--- config.mk ---
export PLATFORM = sky130hd
export DESIGN_NAME = cdb_arbiter
export DESIGN_NICKNAME = d
export VERILOG_FILES = /design/src/rtl/cdb_arbiter.sv
export SDC_FILE = /design/constraint.sdc
export NUM_CORES = 1
export LEC_CHECK = 0
export ABC_AREA = 0
export BUFFER_PORTS_ARGS = -buffer_cell sky130_fd_sc_hd__buf_2
export CAP_MARGIN = 5
export CORE_MARGIN = 3
export CORE_UTILIZATION = 48
export CTS_BUF_LIST = sky130_fd_sc_hd__clkbuf_8
export CTS_CLUSTER_SIZE = 10
export DETAILED_ROUTE_END_ITERATION = 16
export PLACE_DENSITY_LB_ADDON = 0.3
export SKIP_LAST_GASP = 1
export SYNTH_ARGS = -nofsm -noshare
export SYNTH_HDL_FRONTEND = slang
export SYNTH_SLANG_ARGS = --single-unit
--- constraint.sdc ---
create_clock -name clk -period 4.4 [get_ports clk]
set_input_delay 0.44 -clock clk [delete_from_list [all_inputs] [get_ports clk]]
set_output_delay 0.44 -clock clk [all_outputs]
set_load 0.05 [all_outputs]
--- src/rtl/cdb_arbiter.sv ---
`default_nettype none
// ============================================================================
// Module   : cdb_arbiter
// Brief    : Round-robin arbiter plus one-entry output register for the common
//            data bus. Picks one result per cycle from the functional units,
//            holds it under consumer back-pressure and drops it on a flush.
// Revision : 1.0 - initial release
// ============================================================================
module cdb_arbiter #(
  parameter int N_UNITS  = 3,
  parameter int RSV_ID_W = 4,
  parameter int DATA_W   = 32,
  parameter int CDB_W    = RSV_ID_W + DATA_W
) (
  input  logic                        clk,
  input  logic                        rst,
  input  logic                        flush,
  input  logic [N_UNITS-1:0]          i_valid,
  input  logic [N_UNITS*CDB_W-1:0]    i_cdb,
  output logic [N_UNITS-1:0]          i_ready,
  output logic [CDB_W-1:0]            cdb,
  output logic                        cdb_valid,
  input  logic                        cdb_ready,
  output logic [$clog2(N_UNITS)-1:0]  last_grant
);

  localparam int IDX_W = $clog2(N_UNITS);
  // One extra bit so last_grant + offset (offset <= N_UNITS) never overflows
  // before the wrap-around subtraction.
  localparam int SUM_W = IDX_W + 1;
  localparam logic [IDX_W-1:0] LAST_RST = IDX_W'(N_UNITS - 1);

  logic [CDB_W-1:0] cdb_q, cdb_d;
  logic             cdb_valid_q, cdb_valid_d;
  logic [IDX_W-1:0] last_grant_q, last_grant_d;

  logic             slot_free;
  logic             grant_found;
  logic             grant_en;
  logic [IDX_W-1:0] grant_idx;
  logic [SUM_W-1:0] cand;
  logic [CDB_W-1:0] unit_cdb [N_UNITS];

  // Split the flat result bus into one word per unit.
  for (genvar k = 0; k < N_UNITS; k++) begin : g_unpack
    assign unit_cdb[k] = i_cdb[k*CDB_W +: CDB_W];
  end

  // The register can take a new word when empty or when its word is consumed
  // this same cycle, which gives back-to-back transfers without a bubble.
  assign slot_free = ~cdb_valid_q | cdb_ready;

  // Round-robin scan starting just after the last granted unit, with wrap.
  always_comb begin
    grant_found = 1'b0;
    grant_idx   = last_grant_q;
    cand        = '0;
    for (int i = 1; i <= N_UNITS; i++) begin
      cand = {1'b0, last_grant_q} + SUM_W'(i);
      if (cand >= SUM_W'(N_UNITS)) begin
        cand = cand - SUM_W'(N_UNITS);
      end
      if (!grant_found && i_valid[cand[IDX_W-1:0]]) begin
        grant_found = 1'b1;
        grant_idx   = cand[IDX_W-1:0];
      end
    end
  end

  // Grants are suppressed while resetting or flushing so no result is
  // accepted that would then be discarded.
  assign grant_en = grant_found & slot_free & ~flush & ~rst;

  // One-hot (or zero) grant back to the requesting units.
  for (genvar k = 0; k < N_UNITS; k++) begin : g_ready
    assign i_ready[k] = grant_en && (grant_idx == IDX_W'(k));
  end

  // Next-state for the output register: flush wins, then a new grant, then drain.
  always_comb begin
    cdb_d        = cdb_q;
    cdb_valid_d  = cdb_valid_q;
    last_grant_d = last_grant_q;
    if (flush) begin
      cdb_valid_d = 1'b0;
    end else if (grant_en) begin
      cdb_d        = unit_cdb[grant_idx];
      cdb_valid_d  = 1'b1;
      last_grant_d = grant_idx;
    end else if (cdb_ready) begin
      cdb_valid_d = 1'b0;
    end
  end

  // Output register; reset leaves unit 0 at top priority.
  always_ff @(posedge clk) begin
    if (rst) begin
      cdb_q        <= '0;
      cdb_valid_q  <= 1'b0;
      last_grant_q <= LAST_RST;
    end else begin
      cdb_q        <= cdb_d;
      cdb_valid_q  <= cdb_valid_d;
      last_grant_q <= last_grant_d;
    end
  end

  assign cdb        = cdb_q;
  assign cdb_valid  = cdb_valid_q;
  assign last_grant = last_grant_q;

endmodule
`default_nettype wire

[Yosys cells after proc, flatten, opt, wreduce, memory -nomap -nowiden]
Cells that the tools add are included.
Cells by class
  add/subtract/negate cells: 6
  $lt $le $gt $ge: 7
  eq/ne operators: 2
  mux-type cells: 20
  bitwise operators: 8
  reduce and logical (&&, ||, !) cells: 11
Operators by type and width (number)
  36-bit binary-select mux with 2-bit select: 1
  36-bit 2-to-1 mux: 2
  2-bit 2-to-1 mux: 6
  3-bit by 2-bit >= comparator with 1-bit output (second input constant): 3
  2-bit by 3-bit less-than comparator with 1-bit output (second input constant): 3
  1-bit 2-to-1 mux: 8
  2-bit by 2-bit adder with 3-bit output (second input constant): 2
  1-bit binary-select mux with 2-bit select: 3
  2-bit subtractor (second input constant): 3
  1-bit logical AND: 5
  2-bit by 1-bit adder with 3-bit output (second input constant): 1
  1-bit bitwise AND: 3
  3-bit >= comparator (second input constant): 1
  1-bit NOT: 3
  2-bit NOT with 3-bit output: 1
  2-bit by 1-bit == test with 1-bit output (second input constant): 1
  2-bit == test (second input constant): 1
  1-bit zero test: 2
  2-bit zero test: 1
  2-bit AND reduction: 1
  2-bit nonzero test: 1
  2-bit OR reduction: 1
  1-bit OR: 1
Storage, ports and cells
  register bits: 39
  input port bits: 115
  output and inout bits: 42
  logic and storage cells: 57

[Logic depth before layout (Yosys ltp)]
  depth in word-level cells: 16
  gate-level depth with buffers: 11
  depth with buffers taken out: 8

[Least setup slack after synthesis]
No wires, ideal clock.
  kind: register to output
  start: register last_grant_q[0], in the netlist last_grant[0]
  end: output port i_ready[0]
  data arrival time: 3.075 ns
  data required time: 3.960 ns
  setup slack: 0.885 ns
  cell stages (with the launch flop): 10
  buffers on the path: 2
  cells stage by stage: dfxtp_1 > inv_1 > ha_1 > buf_2 > mux2i_1 > nor2_4 > nor3b_2 > mux2i_1 > buf_4 > and2_1
Between the ends
  cells in the longest elaborated chain, start to end: 16
  elaborated cells on any way between the ends: 33
  classes of those cells: 6 x add/sub; 3 x order compare; 15 x mux; 3 x bitwise; 6 x reduce/logical
RTL lines
  from (decl): line 35  | logic [IDX_W-1:0] last_grant_q, last_grant_d;
  from (signal assigned): line 104  | last_grant_q <= last_grant_d;
  2-bit by 1-bit adder with 3-bit output: line 59  | cand = {1'b0, last_grant_q} + SUM_W'(i);
  3-bit by 2-bit >= comparator with 1-bit output or 2-bit subtractor (tied branches): line 60, 61
  2-bit 2-to-1 mux: line 60  | if (cand >= SUM_W'(N_UNITS)) begin
  1-bit binary-select mux with 2-bit select: line 63  | if (!grant_found && i_valid[cand[IDX_W-1:0]]) begin
  1-bit 2-to-1 mux (implied by the code): line 63
  1-bit 2-to-1 mux: line 63
  1-bit zero test: line 63
  1-bit logical AND: line 63
  1-bit 2-to-1 mux: line 63
  1-bit zero test: line 63
  1-bit logical AND: line 63
  1-bit 2-to-1 mux: line 63
  1-bit bitwise AND (3 in a row): line 72  | assign grant_en = grant_found & slot_free & ~flush & ~rst;
  1-bit logical AND *: line 76  | assign i_ready[k] = grant_en && (grant_idx == IDX_W'(k));
  to (decl): line 20  | output logic [N_UNITS-1:0] i_ready,
Every way passes the cells marked *; elsewhere a longest branch is shown, timed or not. The select of a mux whose other input is x is not followed.

[Worst setup path in the final report]
Ends and elaborated chain as after synthesis.

==> impl_metrics.py <==
metrics = {
    "outcome": {
        "outcome": "finished, final reports clean",
    },
    "setup_path": {
        "crit_arrival_ns": 3.46,
        "worstSetupPathType": "flip-flop to primary output",
        "critPathCaptureType": "primary output",
        "cpPeakStageDelay_ns": 0.67,
        "worst_setup_path_start_kind": "flip-flop",
        "path_cells": "inv_1 -> ha_1 -> mux2i_1 -> o21ai_1 -> nor3b_2 -> mux2i_4 -> and2_1 -> buf_2",
        "crit_required_ns": 3.96,
        "cp_slowest_cell": "mux2i_4",
        "rr_startpoint": "last_grant[0]",
        "crit_start": "last_grant[0]",
        "crit_fanout": 14,
    },
    "grt": {
        "grt_start_max_net_pins": 41,
        "antenna_found_initial": 0,
        "grt_first_pass_wirelength_microns": 11550,
        "grt-ovfl-total": 0,
        "grt_use_total_pct": 23.26,
        "first_global_vias": 2536,
    },
    "die": {
        "coreArea_sq_um": 4848,
        "initial_core_util_pct": 50.84,
        "rows": 25,
        "die-width_microns": 77.66,
        "dieHeight_microns": 77.66,
        "ios": 157,
        "die_area_sq_um": 6031,
    },
    "sta": {
        "tightest_slew_ns": 0.7388,
        "fmax_ghz": 0.2567,
        "skew_ns": 0.004192,
        "setup_slack_ns": 0.5046,
        "slew_headroom_pct": 50.74,
        "holdWs_ns": 0.3492,
        "hold_viol": 0,
        "fin_crit_ns": 3.895,
        "setup-tns-final_ns": 0,
        "rsz0062_at_grt": "no",
        "slew_violations": 0,
        "setup_viol_count_final": 0,
        "finalCritPeriodShare_pct": 88.53,
    },
    "placement": {
        "portBuffers": 156,
        "place_ws_ns": 0.7856,
        "globalplace.congestion": 0.8098,
        "dp.final_hpwl_microns": 5265,
    },
    "synthesis": {
        "synth_seq_cells": 39,
        "yosys_warnings": 0,
        "syn-instance-count": 289,
        "synth_nets": 407,
        "yosysTopAreaCell": "dfxtp_1",
        "synthArstFlopShare_pct": 0,
        "synth_common_cells": "dfxtp_1, mux2i_1, a21oi_1, and2_1, o21ai_1",
        "synth_edf_count": 0,
        "synthTopCellsByArea": "dfxtp_1, mux2i_1, nor3b_1",
        "synthFlopType": "dfxtp_1",
        "synth_top_cell_area_share_pct": 31.68,
        "yosysMostFrequentCell": "dfxtp_1",
        "synth_area_sq_um": 2465,
        "synth.distinct_cells": 35,
        "postSynthAreaPerCell_sq_um": 8.529,
        "ys_seq_area_share_pct": 31.68,
    },
    "route": {
        "first_pass_iters": 4,
        "wire_per_inst_microns": 14.16,
        "routed_wl_microns": 7110,
        "drt_iter0_drc": 139,
        "ant_nets": 0,
        "num_vias": 2646,
        "drcViolationCount": 0,
        "viasPerCell": 5.271,
    },
    "cts": {
        "cts_root_buf": "clkbuf_8",
        "htree_levels": 2,
        "ctsResizeCount": 0,
        "ctsHoldBuffers": 0,
        "cts_setup_buffers": 0,
        "cts_tree": "yes",
        "clk_path_buf_depth": 2,
        "numCtsBuffers": 5,
        "clk_latency_ns": 0.28,
        "path_clk_slew_ns": 0.07,
        "cts.sinks": 39,
    },
    "layout": {
        "drive_above_1_share_pct": 40.92,
        "areaGrowthSynthToFinish_pct": 36.95,
        "layout.nets": 552,
        "fin_util_pct": 69.63,
        "final.fill_count": 395,
        "num_antenna_cells": 0,
    },
    "pwr": {
        "peakVddDrop_uv": 256.8,
        "power-per-cell-area_nw_per_um2": 516.0,
        "leakage_nw": 1.688,
    },
    "min_path": {
        "hold_path.class": "primary input to flip-flop",
        "hp-start": "flush",
    },
    "run": {
        "maxCapViolCount": 0,
    },
}
==> placed cells by master, fill, tap and decap left out, types with 2 or more instances in the layout <==
| cell | synthesis | layout |
|---|---|---|
| a21oi_1 | 37 | 37 |
| a22oi_1 | 2 | 2 |
| a32oi_1 | 2 | 2 |
| and2_1 | 37 | 37 |
| buf_2 | 4 | 156 |
| buf_4 | 3 | 5 |
| clkbuf_8 | 0 | 5 |
| dfxtp_1 | 39 | 39 |
| ha_1 | 3 | 3 |
| inv_1 | 3 | 5 |
| mux2_4 | 2 | 2 |
| mux2i_1 | 38 | 37 |
| nand2_1 | 2 | 2 |
| nand2b_1 | 5 | 5 |
| nand3_1 | 7 | 7 |
| nor2_1 | 3 | 3 |
| nor3b_1 | 34 | 34 |
| o21ai_1 | 35 | 35 |
| o31ai_4 | 1 | 2 |
==> registers in the layout (all words and copies together), names as in the netlist <==
name,flops
cdb,36
last_grant,2
cdb_valid,1
==> layer usage <==
metal | up-vias | global-route usage, % | share of wire, %
li1 | 1319 | - | -
met1 | 1193 | 26.70 | 39
met2 | 121 | 40.50 | 49
met3 | 13 | 7.541 | 10
met4 | 0 | 7.651 | 2.1
met5 | - | 0 | 0
==> cells by family (layout without fill, tap and decap cells) <==
logic type	after synthesis	after routing	synth area share [%]
AND/OR/NAND/NOR	92	92	24.62
AO/OA/AOI/OAI	85	85	19.49
multiplexers	41	41	17.11
flip-flops	39	39	31.68
buffers and inverters	28	174	5.228
adder cells (fa/ha/maj)	3	3	1.523
XOR/XNOR	1	1	0.3554
==> critical path: cells and delay by family (launching register included) <==
family                   cells  cell delay, ns
multiplexers                 2            0.82
buffers and inverters        2            0.39
AND/OR/NAND/NOR              2            0.55
flip-flops                   1            0.52
adder cells (fa/ha/maj)      1            0.57
AO/OA/AOI/OAI                1            0.34
==> path summary, 6_finish.rpt <==
| path | to | slack [ns] | cells past startpoint |
|---|---|---|---|
| worst min register to register | cdb_valid | 0.53 | 2 |
| worst min-delay path | cdb_valid | 0.35 | 2 |
| worst max-delay path | i_ready[0] | 0.50 | 8 |
| worst max register to register | cdb[33] | 0.88 | 9 |
==> final cells by class <==
cell class	instances	area [sq um]	share of cell area, %
multi-input cells	222	1577	46.70
repair buffers	162	838.3	24.83
flip-flops and latches	39	780.7	23.13
well taps	67	83.83	2.483
clock buffers	5	68.82	2.039
inverters	4	15.01	0.4448
clock inverters	3	12.51	0.3706
==> power breakdown <==
| group | internal, mW | total [mW] | switching (mW) |
|---|---|---|---|
| Sequential | 0.441 | 0.480 | 0.0389 |
| Combinational | 0.364 | 1.03 | 0.671 |
| Clock | 0.107 | 0.228 | 0.121 |
==> metrics by stage <==
step | instances | cell area [sq um] | total power [mW]
finish | 502 | 3376 | 1.742
global route | 502 | 3376 | 1.845
detailed placement | 494 | 3294 | 1.529
global placement | 494 | 3294 | 1.509
floorplan | 289 | 2465 | 1.289
CTS | 502 | 3376 | 1.757
Note: power is estimated with default switching activity, not from simulation.
